File: src/rtl/fp32_pkg.sv
// -----------------------------------------------------------------------------
// fp32_pkg
// Declarations shared by the FP32 datapath blocks (integer-to-float converter
// and FP32 adder): IEEE-754 single-precision field widths and bias, field
// slice/pack helpers, and the converter's FSM state encoding.
// No ports (package).
// -----------------------------------------------------------------------------
package fp32_pkg;

    localparam int FP_EXP_W = 8;
    localparam int FP_MAN_W = 23;
    localparam int FP_BIAS  = 127;

    typedef enum logic [1:0] {
        IDLE  = 2'd0,
        NORM  = 2'd1,
        ROUND = 2'd2,
        DONE  = 2'd3
    } cvt_state_t;

    function automatic logic fp_sign(input logic [31:0] w);
        return w[31];
    endfunction

    function automatic logic [FP_EXP_W-1:0] fp_exp(input logic [31:0] w);
        return w[30:23];
    endfunction

    function automatic logic [FP_MAN_W-1:0] fp_man(input logic [31:0] w);
        return w[22:0];
    endfunction

    function automatic logic [31:0] fp_pack(input logic                s,
                                            input logic [FP_EXP_W-1:0] e,
                                            input logic [FP_MAN_W-1:0] m);
        return {s, e, m};
    endfunction

endpackage

File: src/rtl/int_to_fp32_converter_if.sv
// -----------------------------------------------------------------------------
// int_to_fp32_converter_if
// Valid/ready bus of the integer-to-FP32 converter.
//   in_valid/in_ready/in_data            : integer operand, upstream -> converter
//   out_valid/out_ready/out_data/out_inexact : FP32 result, converter -> downstream
// Modports: slave = converter side, master = side that feeds and drains it.
// -----------------------------------------------------------------------------
interface int_to_fp32_converter_if #(
    parameter int XLEN = 32
);
    logic            in_valid;
    logic            in_ready;
    logic [XLEN-1:0] in_data;
    logic            out_valid;
    logic            out_ready;
    logic [31:0]     out_data;
    logic            out_inexact;

    modport slave (
        input  in_valid, in_data, out_ready,
        output in_ready, out_valid, out_data, out_inexact
    );

    modport master (
        output in_valid, in_data, out_ready,
        input  in_ready, out_valid, out_data, out_inexact
    );
endinterface

File: src/rtl/fp32_round_rne.sv
// -----------------------------------------------------------------------------
// fp32_round_rne
// Combinational round-to-nearest-even of a normalised FP32 significand.
//   i_exp/i_man       : biased exponent and 23-bit fraction before rounding
//   i_guard/i_sticky  : first dropped bit and OR of all lower dropped bits
//   o_exp/o_man       : rounded exponent and fraction
//   o_inexact         : any non-zero bit was dropped
// -----------------------------------------------------------------------------
module fp32_round_rne
    import fp32_pkg::*;
(
    input  logic [FP_EXP_W-1:0] i_exp,
    input  logic [FP_MAN_W-1:0] i_man,
    input  logic                i_guard,
    input  logic                i_sticky,
    output logic [FP_EXP_W-1:0] o_exp,
    output logic [FP_MAN_W-1:0] o_man,
    output logic                o_inexact
);
    logic                w_round_up;
    logic [FP_MAN_W:0]   w_man_inc;

    // A tie (guard set, sticky clear) rounds up only from an odd fraction.
    assign w_round_up = i_guard & (i_sticky | i_man[0]);
    assign w_man_inc  = {1'b0, i_man} + {{FP_MAN_W{1'b0}}, w_round_up};

    // Carry out of an all-ones fraction leaves the fraction at zero and
    // moves the hidden one up into the exponent.
    assign o_man     = w_man_inc[FP_MAN_W-1:0];
    assign o_exp     = i_exp + {{(FP_EXP_W-1){1'b0}}, w_man_inc[FP_MAN_W]};
    assign o_inexact = i_guard | i_sticky;
endmodule

File: src/rtl/int_to_fp32_converter.sv
// -----------------------------------------------------------------------------
// int_to_fp32_converter
// Converts an XLEN-bit integer (two's complement when SIGNED=1, unsigned
// otherwise) to an IEEE-754 single-precision word. The magnitude is
// normalised one left shift per cycle, then rounded to nearest-even.
//   clk  : rising-edge clock
//   rst  : asynchronous active-high reset
//   bus  : slave side of int_to_fp32_converter_if
//          (in_valid/in_ready/in_data, out_valid/out_ready/out_data/out_inexact)
// Latency from the accepting edge: leading-zeros(mag)+2 cycles, zero is
// short-circuited straight to the result state.
// -----------------------------------------------------------------------------
module int_to_fp32_converter
    import fp32_pkg::*;
#(
    parameter int XLEN   = 32,
    parameter bit SIGNED = 1'b1
)(
    input  logic                         clk,
    input  logic                         rst,
    int_to_fp32_converter_if.slave       bus
);
    // Exponent of a value whose leading one sits in bit XLEN-1.
    localparam logic [FP_EXP_W-1:0] EXP_INIT = FP_EXP_W'(FP_BIAS + XLEN - 1);

    cvt_state_t          r_state;
    cvt_state_t          w_state_nxt;

    logic                r_sign;
    logic [XLEN-1:0]     r_mag;
    logic [FP_EXP_W-1:0] r_exp;
    logic [31:0]         r_out_data;
    logic                r_out_inexact;

    logic                w_in_sign;
    logic [XLEN-1:0]     w_in_mag;
    logic                w_in_zero;

    logic [FP_MAN_W-1:0] w_man;
    logic                w_guard;
    logic                w_sticky;
    logic [FP_EXP_W-1:0] w_rnd_exp;
    logic [FP_MAN_W-1:0] w_rnd_man;
    logic                w_rnd_inexact;

    // Negation wraps, so the most negative input gives mag = 2^(XLEN-1).
    assign w_in_sign = SIGNED && bus.in_data[XLEN-1];
    assign w_in_mag  = w_in_sign ? -bus.in_data : bus.in_data;
    assign w_in_zero = (w_in_mag == '0);

    // Once normalised the leading one is implicit; the 23 bits below it are
    // the fraction, the next bit is guard and everything else is sticky.
    assign w_man    = r_mag[XLEN-2 -: FP_MAN_W];
    assign w_guard  = r_mag[XLEN-25];
    assign w_sticky = |r_mag[XLEN-26:0];

    fp32_round_rne u_round (
        .i_exp     (r_exp),
        .i_man     (w_man),
        .i_guard   (w_guard),
        .i_sticky  (w_sticky),
        .o_exp     (w_rnd_exp),
        .o_man     (w_rnd_man),
        .o_inexact (w_rnd_inexact)
    );

    always_ff @(posedge clk or posedge rst) begin
        if (rst) begin
            r_state <= IDLE;
        end else begin
            r_state <= w_state_nxt;
        end
    end

    always_comb begin
        w_state_nxt = r_state;
        case (r_state)
            IDLE:    if (bus.in_valid) w_state_nxt = w_in_zero ? DONE : NORM;
            NORM:    if (r_mag[XLEN-1]) w_state_nxt = ROUND;
            ROUND:   w_state_nxt = DONE;
            DONE:    if (bus.out_ready) w_state_nxt = IDLE;
            default: w_state_nxt = IDLE;
        endcase
    end

    always_comb begin
        bus.in_ready  = 1'b0;
        bus.out_valid = 1'b0;
        case (r_state)
            IDLE:    bus.in_ready  = 1'b1;
            DONE:    bus.out_valid = 1'b1;
            default: ;
        endcase
    end

    always_ff @(posedge clk or posedge rst) begin
        if (rst) begin
            r_sign        <= 1'b0;
            r_mag         <= '0;
            r_exp         <= '0;
            r_out_data    <= '0;
            r_out_inexact <= 1'b0;
        end else begin
            case (r_state)
                IDLE: begin
                    if (bus.in_valid) begin
                        r_sign <= w_in_sign;
                        r_mag  <= w_in_mag;
                        r_exp  <= EXP_INIT;
                        // Zero skips normalise/round, so publish it here.
                        if (w_in_zero) begin
                            r_out_data    <= '0;
                            r_out_inexact <= 1'b0;
                        end
                    end
                end
                NORM: begin
                    if (!r_mag[XLEN-1]) begin
                        r_mag <= r_mag << 1;
                        r_exp <= r_exp - FP_EXP_W'(1);
                    end
                end
                ROUND: begin
                    r_out_data    <= fp_pack(r_sign, w_rnd_exp, w_rnd_man);
                    r_out_inexact <= w_rnd_inexact;
                end
                default: ;
            endcase
        end
    end

    assign bus.out_data    = r_out_data;
    assign bus.out_inexact = r_out_inexact;
endmodule

File: src/flat_wrapper.sv
// flat-port wrapper written by rule: the top's interface ports become plain ports
module int_to_fp32_converter_flat import fp32_pkg::*;
#(
    parameter int XLEN   = 32,
    parameter bit SIGNED = 1'b1
)
  (clk, rst, bus_in_valid, bus_in_data, bus_out_ready, bus_in_ready, bus_out_valid, bus_out_data, bus_out_inexact);
  int_to_fp32_converter_if #(.XLEN(XLEN)) bus_i ();
  input  logic clk;
  input  logic rst;
  input wire logic [$bits(bus_i.in_valid)-1:0] bus_in_valid;
  input wire logic [$bits(bus_i.in_data)-1:0] bus_in_data;
  input wire logic [$bits(bus_i.out_ready)-1:0] bus_out_ready;
  output wire logic [$bits(bus_i.in_ready)-1:0] bus_in_ready;
  output wire logic [$bits(bus_i.out_valid)-1:0] bus_out_valid;
  output wire logic [$bits(bus_i.out_data)-1:0] bus_out_data;
  output wire logic [$bits(bus_i.out_inexact)-1:0] bus_out_inexact;
  assign bus_i.in_valid = bus_in_valid;
  assign bus_i.in_data = bus_in_data;
  assign bus_i.out_ready = bus_out_ready;
  assign bus_in_ready = bus_i.in_ready;
  assign bus_out_valid = bus_i.out_valid;
  assign bus_out_data = bus_i.out_data;
  assign bus_out_inexact = bus_i.out_inexact;
  int_to_fp32_converter #(.XLEN(XLEN), .SIGNED(SIGNED)) u_core (.clk(clk), .rst(rst), .bus(bus_i));
endmodule
File: config.mk
export PLATFORM = sky130hd
export DESIGN_NAME = int_to_fp32_converter_flat
export DESIGN_NICKNAME = d
export VERILOG_FILES = /design/src/rtl/fp32_pkg.sv /design/src/rtl/int_to_fp32_converter_if.sv /design/src/rtl/fp32_round_rne.sv /design/src/rtl/int_to_fp32_converter.sv /design/src/flat_wrapper.sv
export SDC_FILE = /design/constraint.sdc
export NUM_CORES = 1
export LEC_CHECK = 0
export CORE_ASPECT_RATIO = 1.2
export CORE_MARGIN = 4
export CORE_UTILIZATION = 55
export DETAILED_ROUTE_END_ITERATION = 6
export PLACE_DENSITY = 0.79
export SYNTH_ARGS = -nofsm -noshare
export SYNTH_HDL_FRONTEND = slang
export SYNTH_HIERARCHICAL = 1
export SYNTH_SLANG_ARGS = --single-unit
File: constraint.sdc
create_clock -name clk -period 4.6 [get_ports clk]
set_clock_uncertainty 0.1 [all_clocks]
set_input_delay 0.69 -clock clk [delete_from_list [all_inputs] [get_ports clk]]
set_output_delay 0.69 -clock clk [all_outputs]
set_load 0.05 [all_outputs]
# --- Yosys cells after proc, flatten, opt, wreduce, memory -nomap -nowiden ---
# Index checks and enable logic that the tools add are counted.
classes:
  n_addsub: 4
  eq_ne: 8
  n_mux: 20
  n_bitwise: 3
  reduce_logical: 10
op_table:
  columns: ["cell", "count"]
  rows:
  - ["32-bit two-way mux", 5]
  - ["32-bit one-hot mux with 2 select lines", 2]
  - ["32-bit logical NOT", 1]
  - ["32-bit negation", 1]
  - ["23-bit by 1-bit adder with 24-bit output", 1]
  - ["8-bit two-way mux", 2]
  - ["8-bit one-hot mux with 2 select lines", 1]
  - ["3-bit AND reduction", 3]
  - ["8-bit by 1-bit adder with 8-bit output", 1]
  - ["2-bit two-way mux", 4]
  - ["2-bit one-hot mux with 4 select lines", 1]
  - ["8-bit by 1-bit subtractor with 8-bit output, second input constant", 1]
  - ["7-bit OR reduction", 1]
  - ["2-bit inequality test, second input constant", 3]
  - ["2-bit == test, second input constant", 2]
  - ["1-bit two-way mux", 4]
  - ["2-bit by 1-bit inequality test with 1-bit output, second input constant", 2]
  - ["2-bit AND reduction", 2]
  - ["2-bit nonzero test", 2]
  - ["2-bit by 1-bit == test with 1-bit output, second input constant", 1]
  - ["2-bit logical NOT", 1]
  - ["1-bit bitwise OR", 2]
  - ["1-bit one-hot mux with 2 select lines", 1]
  - ["1-bit AND", 1]
word_totals:
  register_bits: 76
  in_bits: 36
  output_inout_bits: 35
  elab_cells: 52

# --- Logic depth before layout (Yosys ltp) ---
# Gate-level depths: netlist of run 1.
depth:
  ltp_word: 6
  ltp_mapped: 14
  depth_no_buf: 13

# --- Hierarchy ---
# Netlist of run 1, hierarchy kept.
modules_own_cells:
  columns: ["mod", "instances", "cells_each", "area_per_inst_um2", "seq_area_each_um2"]
  rows:
  - ["int_to_fp32_converter", 1, 490, 4474.3, 1901.8]
  - ["fp32_round_rne", 1, 78, 580.6, 0.0]

# --- Least setup slack after synthesis of run 1 ---
# Ideal clock, no wire load.
synth_timing:
  path_type: "input to register"
  startpoint: "input port bus_in_data[17]"
  endpoint: "register u_core.r_out_data[11], in the netlist u_core/bus.out_data[11]"
  setup_ns: 0.122
  t_arrival_ns: 4.023
  required_time_ns: 4.378
  slack_ns: 0.355
  cell_stages: 12
  n_path_buf: 4
  cell_sequence: "buf_6 or4_1 buf_2 or4_4 or4_1 a211oi_1 o21ai_1 or4_4 or3_1 buf_2 buf_6 a32o_1"
synth_between:
  elab_chain_cells: 5
synth_rtl:
  columns: ["element", "line", "text"]
  rows:
  - ["from (decl)", "flat_wrapper.sv:12", "input wire logic [$bits(bus_i.in_data)-1:0] bus_in_data;"]
  - ["32-bit negation", "int_to_fp32_converter.sv:48", "assign w_in_mag = w_in_sign ? -bus.in_data : bus.in_data;"]
  - ["32-bit two-way mux (*)", "int_to_fp32_converter.sv:48", null]
  - ["32-bit logical NOT (*)", "int_to_fp32_converter.sv:49", "assign w_in_zero = (w_in_mag == '0);"]
  - ["2-bit by 1-bit inequality test with 1-bit output (no line) (*)", null, null]
  - ["3-bit AND reduction (no line) (*)", null, null]
  - ["to (signal assigned)", "int_to_fp32_converter.sv:124", "r_out_data <= fp_pack(r_sign, w_rnd_exp, w_rnd_man);"]
  - ["to (decl)", "int_to_fp32_converter.sv:32", "logic [31:0] r_out_data;"]
# Mark *: on every way between the ends. The rest lies on a longest branch, timed or not.
# A chain may end at the register's enable or synchronous reset.

# --- Worst setup path in the final report of run 1 ---
layout_timing:
  startpoint: "input port bus_in_data[0]"
  endpoint: "register u_core.r_out_data[12], in the netlist u_core/bus.out_data[12]"
# The elaborated chain is that of the path after synthesis.

==> results.py, run 1 <==
metrics = {
    "status": {
        "outcome": "completed",
    },
    "setup_path": {
        "ff2ff_path_depth": 9,
        "crit_chain": "clkdlybuf4s50_1 > inv_1 > ha_1 > or4b_2 > nand4b_1 > or3_1 > mux2i_1 > o21ai_1 > or4_4 > or3_1 > buf_12 > a32o_1",
        "crit_arrival_ns": 4.34,
        "cp-end-kind": "flop",
        "path_common_cell": "or3_1",
        "endpoint": "u_core/bus.out_data[12]",
        "cp_slowest_cell": "or4b_2",
        "startpoint_type": "primary input",
        "r2r_end": "u_core/r_exp[7]",
        "critPathLaunch": "bus_in_data[0]",
        "path_max_fanout": 33,
        "setup.worst_path.class": "primary input to flop",
        "slowest_delay_ns": 0.62,
        "r2r_start": "u_core/r_state[1]",
        "r2r_slack_ns": 1.03,
        "worstPathRequired_ns": 4.74,
    },
    "synthesis": {
        "synth_area_leaders": "dfrtp_1 38%, a32o_1 6.5%, xnor2_1 5.2%",
        "syn_inst": 568,
        "ys.flop_type": "dfrtp_1",
        "yosys.area.top_type": "dfrtp_1",
        "yosysTopAreaCellShare_pct": 37.6,
        "synth_area_um2": 5050,
        "syn-num-nets": 614,
        "async_reset_ff_share_pct": 100,
        "ys_ff_latch": 76,
        "yosysSeqAreaShare_pct": 37.6,
        "synth_cell_type_count": 59,
        "synth_edf_count": 0,
        "yosys_warnings": 6,
        "synth.avg_cell_area_um2": 8.90,
    },
    "global_route": {
        "grt_max_degree": 49,
        "antenna_found_initial": 0,
        "gr-total-overflow": 0,
        "grt_pass1_vias": 4485,
        "grt_pass1_wl_um": 21800,
        "grtUsageTotal_pct": 25.2,
    },
    "placed_design": {
        "dp_hpwl_um": 9810,
        "gp_congestion": 0.948,
        "placed_area_um2": 6030,
        "dp_slack_ns": 0.0127,
        "io_buffers": 70,
        "dp_cells": 753,
    },
    "die": {
        "die_x_um": 95.5,
        "die_h_um": 113,
        "ios": 71,
        "core_um2": 8990,
        "dieArea_um2": 10800,
        "start_util_pct": 56.3,
        "fp-row-count": 38,
    },
    "run": {
        "max_cap_violations": 0,
    },
    "timing": {
        "layout_worst_path_cycle_share_pct": 91.5,
        "worst_slack_ns": 0.393,
        "finalSetupViolCount": 0,
        "report.final.slew_viol_count": 0,
        "fin_hold_ws_ns": 0.419,
        "tns_ns": 0,
        "grt_setup_unrepaired": "false",
        "worstMarginPinSlew_ns": 0.999,
        "fmax_mhz": 238,
        "hold_violations": 0,
        "period_needed_ns": 4.21,
        "maxSlewHeadroom_pct": 33.4,
    },
    "clocking": {
        "clk_latency_ns": 0.35,
        "h-tree-depth": 3,
        "numCtsBuffers": 9,
        "cts_hold_buf": 0,
        "clk_pin_slew_worst_paths_ns": 0.07,
        "cts.sinks": 76,
        "clockBufferDepth": 2,
        "cts_setup_buffers": 0,
        "cts_tree": "built",
        "cts-resized-gates": 0,
        "clockRootBuffer": "clkbuf_8",
    },
    "route": {
        "first_iter_violations": 410,
        "drc_errors": 0,
        "routed_wirelength_um": 13000,
        "via_count": 4767,
        "wl_per_cell_um": 16.9,
        "ant_nets": 0,
        "viasPerCell": 6.21,
        "firstDrtPassIters": 5,
    },
    "layout": {
        "drive_gt1_share_pct": 11.3,
        "nNetsFinal": 690,
        "fin_util_pct": 69.2,
        "syn2layout_area_growth_pct": 23.1,
        "final_cell_mix": "76 x dfrtp_1, 70 x clkdlybuf4s50_1, 59 x nand2_1, 39 x buf_4, 36 x o21ai_0",
        "post-route-cell-area_um2": 6220,
        "layout_commonest_cell": "dfrtp_1",
        "antenna_cells_inserted": 0,
        "fin_cells": 768,
    },
    "min_path": {
        "hp-class": "flop to flop",
    },
    "power": {
        "fin_total_pwr_mw": 3.69,
        "ir_drop_mv": 0.340,
        "power_density_nw_per_um2": 593,
        "p_leak_nw": 2.45,
    },
}
==> sequential cells by signal, indices dropped and copies added, names as in the netlist <==
name and count:
u_core/r_state 2, u_core/bus.out_inexact 1, u_core/bus.out_data 32, u_core/r_exp 8, u_core/r_sign 1, u_core/r_mag 32
==> synthesized netlist by cell type, types with 11 or more instances <==
cell type	count
a32o_1	33
xor2_1	28
clkbuf_1	33
or3_1	13
xnor2_1	30
o21ai_0	36
nand3_1	22
nor2_1	33
nand2_1	59
inv_1	14
nor4_1	11
dfrtp_1	76
nor3_1	15
a21oi_1	18
a22oi_1	13
==> routing by layer <==
metal / track usage [%] / vias to the layer above / wire length, um
met5: 0 / - / 0
met4: 9.20 / 0 / 313
met3: 4.06 / 26 / 701
met2: 42.8 / 195 / 6500
met1: 32.2 / 2281 / 5440
li1: - / 2265 / -
==> final cells by class <==
class                      count  area (um2)
multi-input combinational    432        2900
fill                         718        2770
sequential                    76        1900
timing repair buffer         111        1030
clock buffer                  14         183
tap                          120         150
inverter                      14        52.6
clock inverter                 1        5.00
==> kinds of logic after synthesis <==
family                     share of synthesized area, %
xor gates and xnor gates                           10.0
AOI/OAI and AO/OA                                  21.9
adders and majority gates                          2.48
DFF                                                37.6
buffers and inverters                              5.17
muxes                                             0.594
and+or+nand+nor                                    22.2
==> worst max-delay path, delay by kind of cell <==
kind | cells | cell delay, ns
compound gates | 2 | 0.38
fa+ha+maj | 1 | 0.17
buf+inv | 3 | 0.70
mux | 1 | 0.15
simple gates | 5 | 2.24
==> where the power goes <==
part           total, mW  internal (mW)  leakage (nW)  switching (mW)
Combinational       1.95          0.765          1.42            1.18
Clock              0.480          0.251        0.0986           0.229
Sequential          1.26          0.963         0.925           0.297
==> how the worst min path moves through the flow <==
stage	from	endpoint	slack, ns	depth (start not counted)
global route	u_core/bus.out_data[24]	u_core/bus.out_data[24]	0.44	1
CTS	u_core/r_mag[4]	u_core/r_mag[4]	0.42	2
floorplan	u_core/r_sign	u_core/r_sign	0.35	2
global placement	u_core/r_sign	u_core/r_sign	0.37	2
detailed placement	u_core/r_mag[4]	u_core/r_mag[4]	0.40	2
finish	u_core/r_mag[4]	u_core/r_mag[4]	0.42	2
(Power assumes the default switching activity.)
==> run 2, diff against run 1 <==
--- a/config.mk
+++ b/config.mk
@@ -5,11 +5,14 @@
 export SDC_FILE = /design/constraint.sdc
 export NUM_CORES = 1
 export LEC_CHECK = 0
+export CELL_PAD_IN_SITES_DETAIL_PLACEMENT = 2
+export CELL_PAD_IN_SITES_GLOBAL_PLACEMENT = 2
 export CORE_ASPECT_RATIO = 1.2
 export CORE_MARGIN = 4
-export CORE_UTILIZATION = 55
+export CORE_UTILIZATION = 37
 export DETAILED_ROUTE_END_ITERATION = 6
-export PLACE_DENSITY = 0.79
+export GPL_TIMING_DRIVEN = 0
+export PLACE_DENSITY = 0.86
 export SYNTH_ARGS = -nofsm -noshare
 export SYNTH_HDL_FRONTEND = slang
 export SYNTH_HIERARCHICAL = 1
==> run 2 against run 1 <==
Sequential power barely moved. Fmax fell by 6.3%. Sequential share of layout area fell by 0.49 points. Sequential cell count did not move. Register-to-register slack got worse by 0.13 ns.
==> results.py, run 2 (synthesis results as in run 1) <==
metrics = {
    "layout": {
        "fin_util_pct": 47.6,
        "drive_gt1_share_pct": 9.52,
        "nNetsFinal": 692,
        "antenna_cells_inserted": 0,
        "post-route-cell-area_um2": 6320,
        "syn2layout_area_growth_pct": 25.1,
        "final_cell_mix": "76 x dfrtp_1, 59 x nand2_1, 54 x clkdlybuf4s50_1, 35 x o21ai_0",
        "layout_commonest_cell": "dfrtp_1",
        "fin_cells": 819,
    },
    "placed_design": {
        "io_buffers": 60,
        "dp_hpwl_um": 13900,
        "gp_congestion": 0.854,
        "placed_area_um2": 5900,
        "dp_cells": 797,
    },
    "timing": {
        "maxSlewHeadroom_pct": 49.8,
        "fmax_mhz": 223,
        "finalSetupViolCount": 0,
        "layout_worst_path_cycle_share_pct": 97.6,
        "worstMarginPinSlew_ns": 0.750,
        "report.final.slew_viol_count": 0,
        "grt_setup_unrepaired": "false",
        "hold_violations": 0,
        "period_needed_ns": 4.49,
    },
    "setup_path": {
        "path_max_fanout": 10,
        "r2r_end": "u_core/bus.out_data[18]",
        "slowest_delay_ns": 0.57,
        "crit_arrival_ns": 4.60,
        "r2r_start": "u_core/r_state[0]",
        "setup.worst_path.class": "primary input to flop",
        "ff2ff_path_depth": 13,
        "startpoint_type": "primary input",
        "crit_chain": "clkdlybuf4s50_1 > or4_4 > or4_4 > or4_1 > a211oi_2 > o21ai_1 > or4_4 > or3_1 > buf_4 > buf_6 > a32o_1",
        "critPathTopFamily": "simple AND/OR/NAND/NOR gates",
        "worstPathRequired_ns": 4.71,
        "cp-end-kind": "flop",
        "cp_slowest_cell": "or4_4",
        "path_common_cell": "or4_4",
        "crit_buf_inv": 3,
        "r2r_slack_ns": 0.90,
    },
    "route": {
        "wl_per_cell_um": 23.6,
        "first_iter_violations": 309,
        "routed_wirelength_um": 19300,
        "firstDrtPassIters": 4,
        "viasPerCell": 6.15,
        "via_count": 5033,
        "drc_errors": 0,
        "ant_nets": 0,
    },
    "die": {
        "ios": 71,
        "fp-row-count": 46,
        "die_h_um": 136,
        "core_um2": 13300,
        "start_util_pct": 38.0,
        "dieArea_um2": 15600,
        "die_x_um": 115,
    },
    "global_route": {
        "antenna_found_initial": 0,
        "grt_pass1_vias": 5557,
        "grt_max_degree": 63,
        "grt_pass1_wl_um": 30700,
        "gr-total-overflow": 0,
        "grtUsageTotal_pct": 25.1,
    },
    "min_path": {
        "min_to": "u_core/r_sign",
        "hp-class": "flop to flop",
        "hold_path_depth": 2,
        "min_from": "u_core/r_sign",
    },
    "power": {
        "ir_drop_mv": 0.385,
        "power_density_nw_per_um2": 660,
        "p_leak_nw": 2.45,
        "fin_total_pwr_mw": 4.17,
    },
    "clocking": {
        "h-tree-depth": 3,
        "numCtsBuffers": 9,
        "clockRootBuffer": "clkbuf_16",
        "cts_tree": "built",
        "clockBufferDepth": 2,
        "cts.sinks": 76,
        "clk_pin_slew_worst_paths_ns": 0.07,
        "clk_latency_ns": 0.34,
    },
    "status": {
        "outcome": "completed",
    },
    "run": {
        "max_cap_violations": 0,
    },
}
run 2: cell types whose count changed in the layout (fill, tap and decap cells not counted), sizes merged:
cell / before / now
clkdlybuf4s50: 70 / 54
clkinvlp: 0 / 1
dlygate4sd2: 0 / 2
buf: 41 / 22
bufinv: 0 / 2
clkbuf: 14 / 40
clkinv: 1 / 4
dlymetal6s2s: 0 / 4
run 2: worst max-delay path by stage:
stage                                    endpoint       startpoint  depth (start not counted)
after floorplan           u_core/bus.out_data[11]  bus_in_data[17]                         12
after global placement     u_core/bus.out_data[1]   bus_in_data[2]                         12
after detailed placement  u_core/bus.out_data[21]   bus_in_data[0]                         12
after CTS                 u_core/bus.out_data[19]  bus_in_data[16]                         12
after global routing      u_core/bus.out_data[18]  bus_in_data[22]                         11
final                     u_core/bus.out_data[18]  bus_in_data[22]                         11
run 2: repair_timing:
| action | 4_1_cts | 5_1_grt |
|---|---|---|
| setup buffers | 6 | 2 |
| resized for setup | 11 | 10 |
| pin swaps | 4 | 2 |
| hold buffers | 0 | 0 |
| setup endpoints to repair | 33 | 33 |
run 2: layout make-up:
type | count | area, um2
Fill cell | 1457 | 6970
Multi-Input combinational cell | 432 | 2940
Sequential cell | 76 | 1900
Timing Repair Buffer | 69 | 696
Clock buffer | 9 | 225
Tap cell | 168 | 210
Buffer | 44 | 208
Clock inverter | 7 | 91.3
Inverter | 14 | 55.1
run 2: layer usage:
layer / global-route usage, % / wire, um / vias to the layer above
li1: - / - / 2267
met1: 29.2 / 7900 / 2607
met2: 46.5 / 10300 / 129
met3: 3.16 / 554 / 30
met4: 9.26 / 576 / 0
met5: 0 / 0 / -
run 2: worst register-to-register path, delay by kind of cell, from the launching register on:
kind / cells / cell delay (ns)
fa+ha+maj: 1 / 0.18
buf+inv: 4 / 0.91
simple gates: 5 / 1.27
flops: 1 / 0.42
compound gates: 3 / 0.68
run 2: metrics by stage:
step	TNS [ns]	hold slack [ns]	setup WS [ns]
2_1_floorplan	0	0.350	0.355
3_3_place_gp	-22.87	0.362	-0.737
3_5_place_dp	-28.01	0.398	-0.923
5_1_grt	0	0.435	0.00107
6_report	0	0.418	0.111
4_1_cts	0	0.414	0.00952
run 2: power by group:
group	total (mW)	internal, mW	switching, mW	leakage, nW
logic	2.12	0.761	1.36	1.37
registers	1.29	0.964	0.329	0.925
clock network	0.763	0.473	0.290	0.155
==> run 3, diff against run 2 <==
--- a/config.mk
+++ b/config.mk
@@ -10,6 +10,7 @@
 export CORE_ASPECT_RATIO = 1.2
 export CORE_MARGIN = 4
 export CORE_UTILIZATION = 37
+export CTS_CLUSTER_SIZE = 30
 export DETAILED_ROUTE_END_ITERATION = 6
 export GPL_TIMING_DRIVEN = 0
 export PLACE_DENSITY = 0.86
==> results of run 3 <==
Final layout, timing and power as in run 2 (identical DEF).
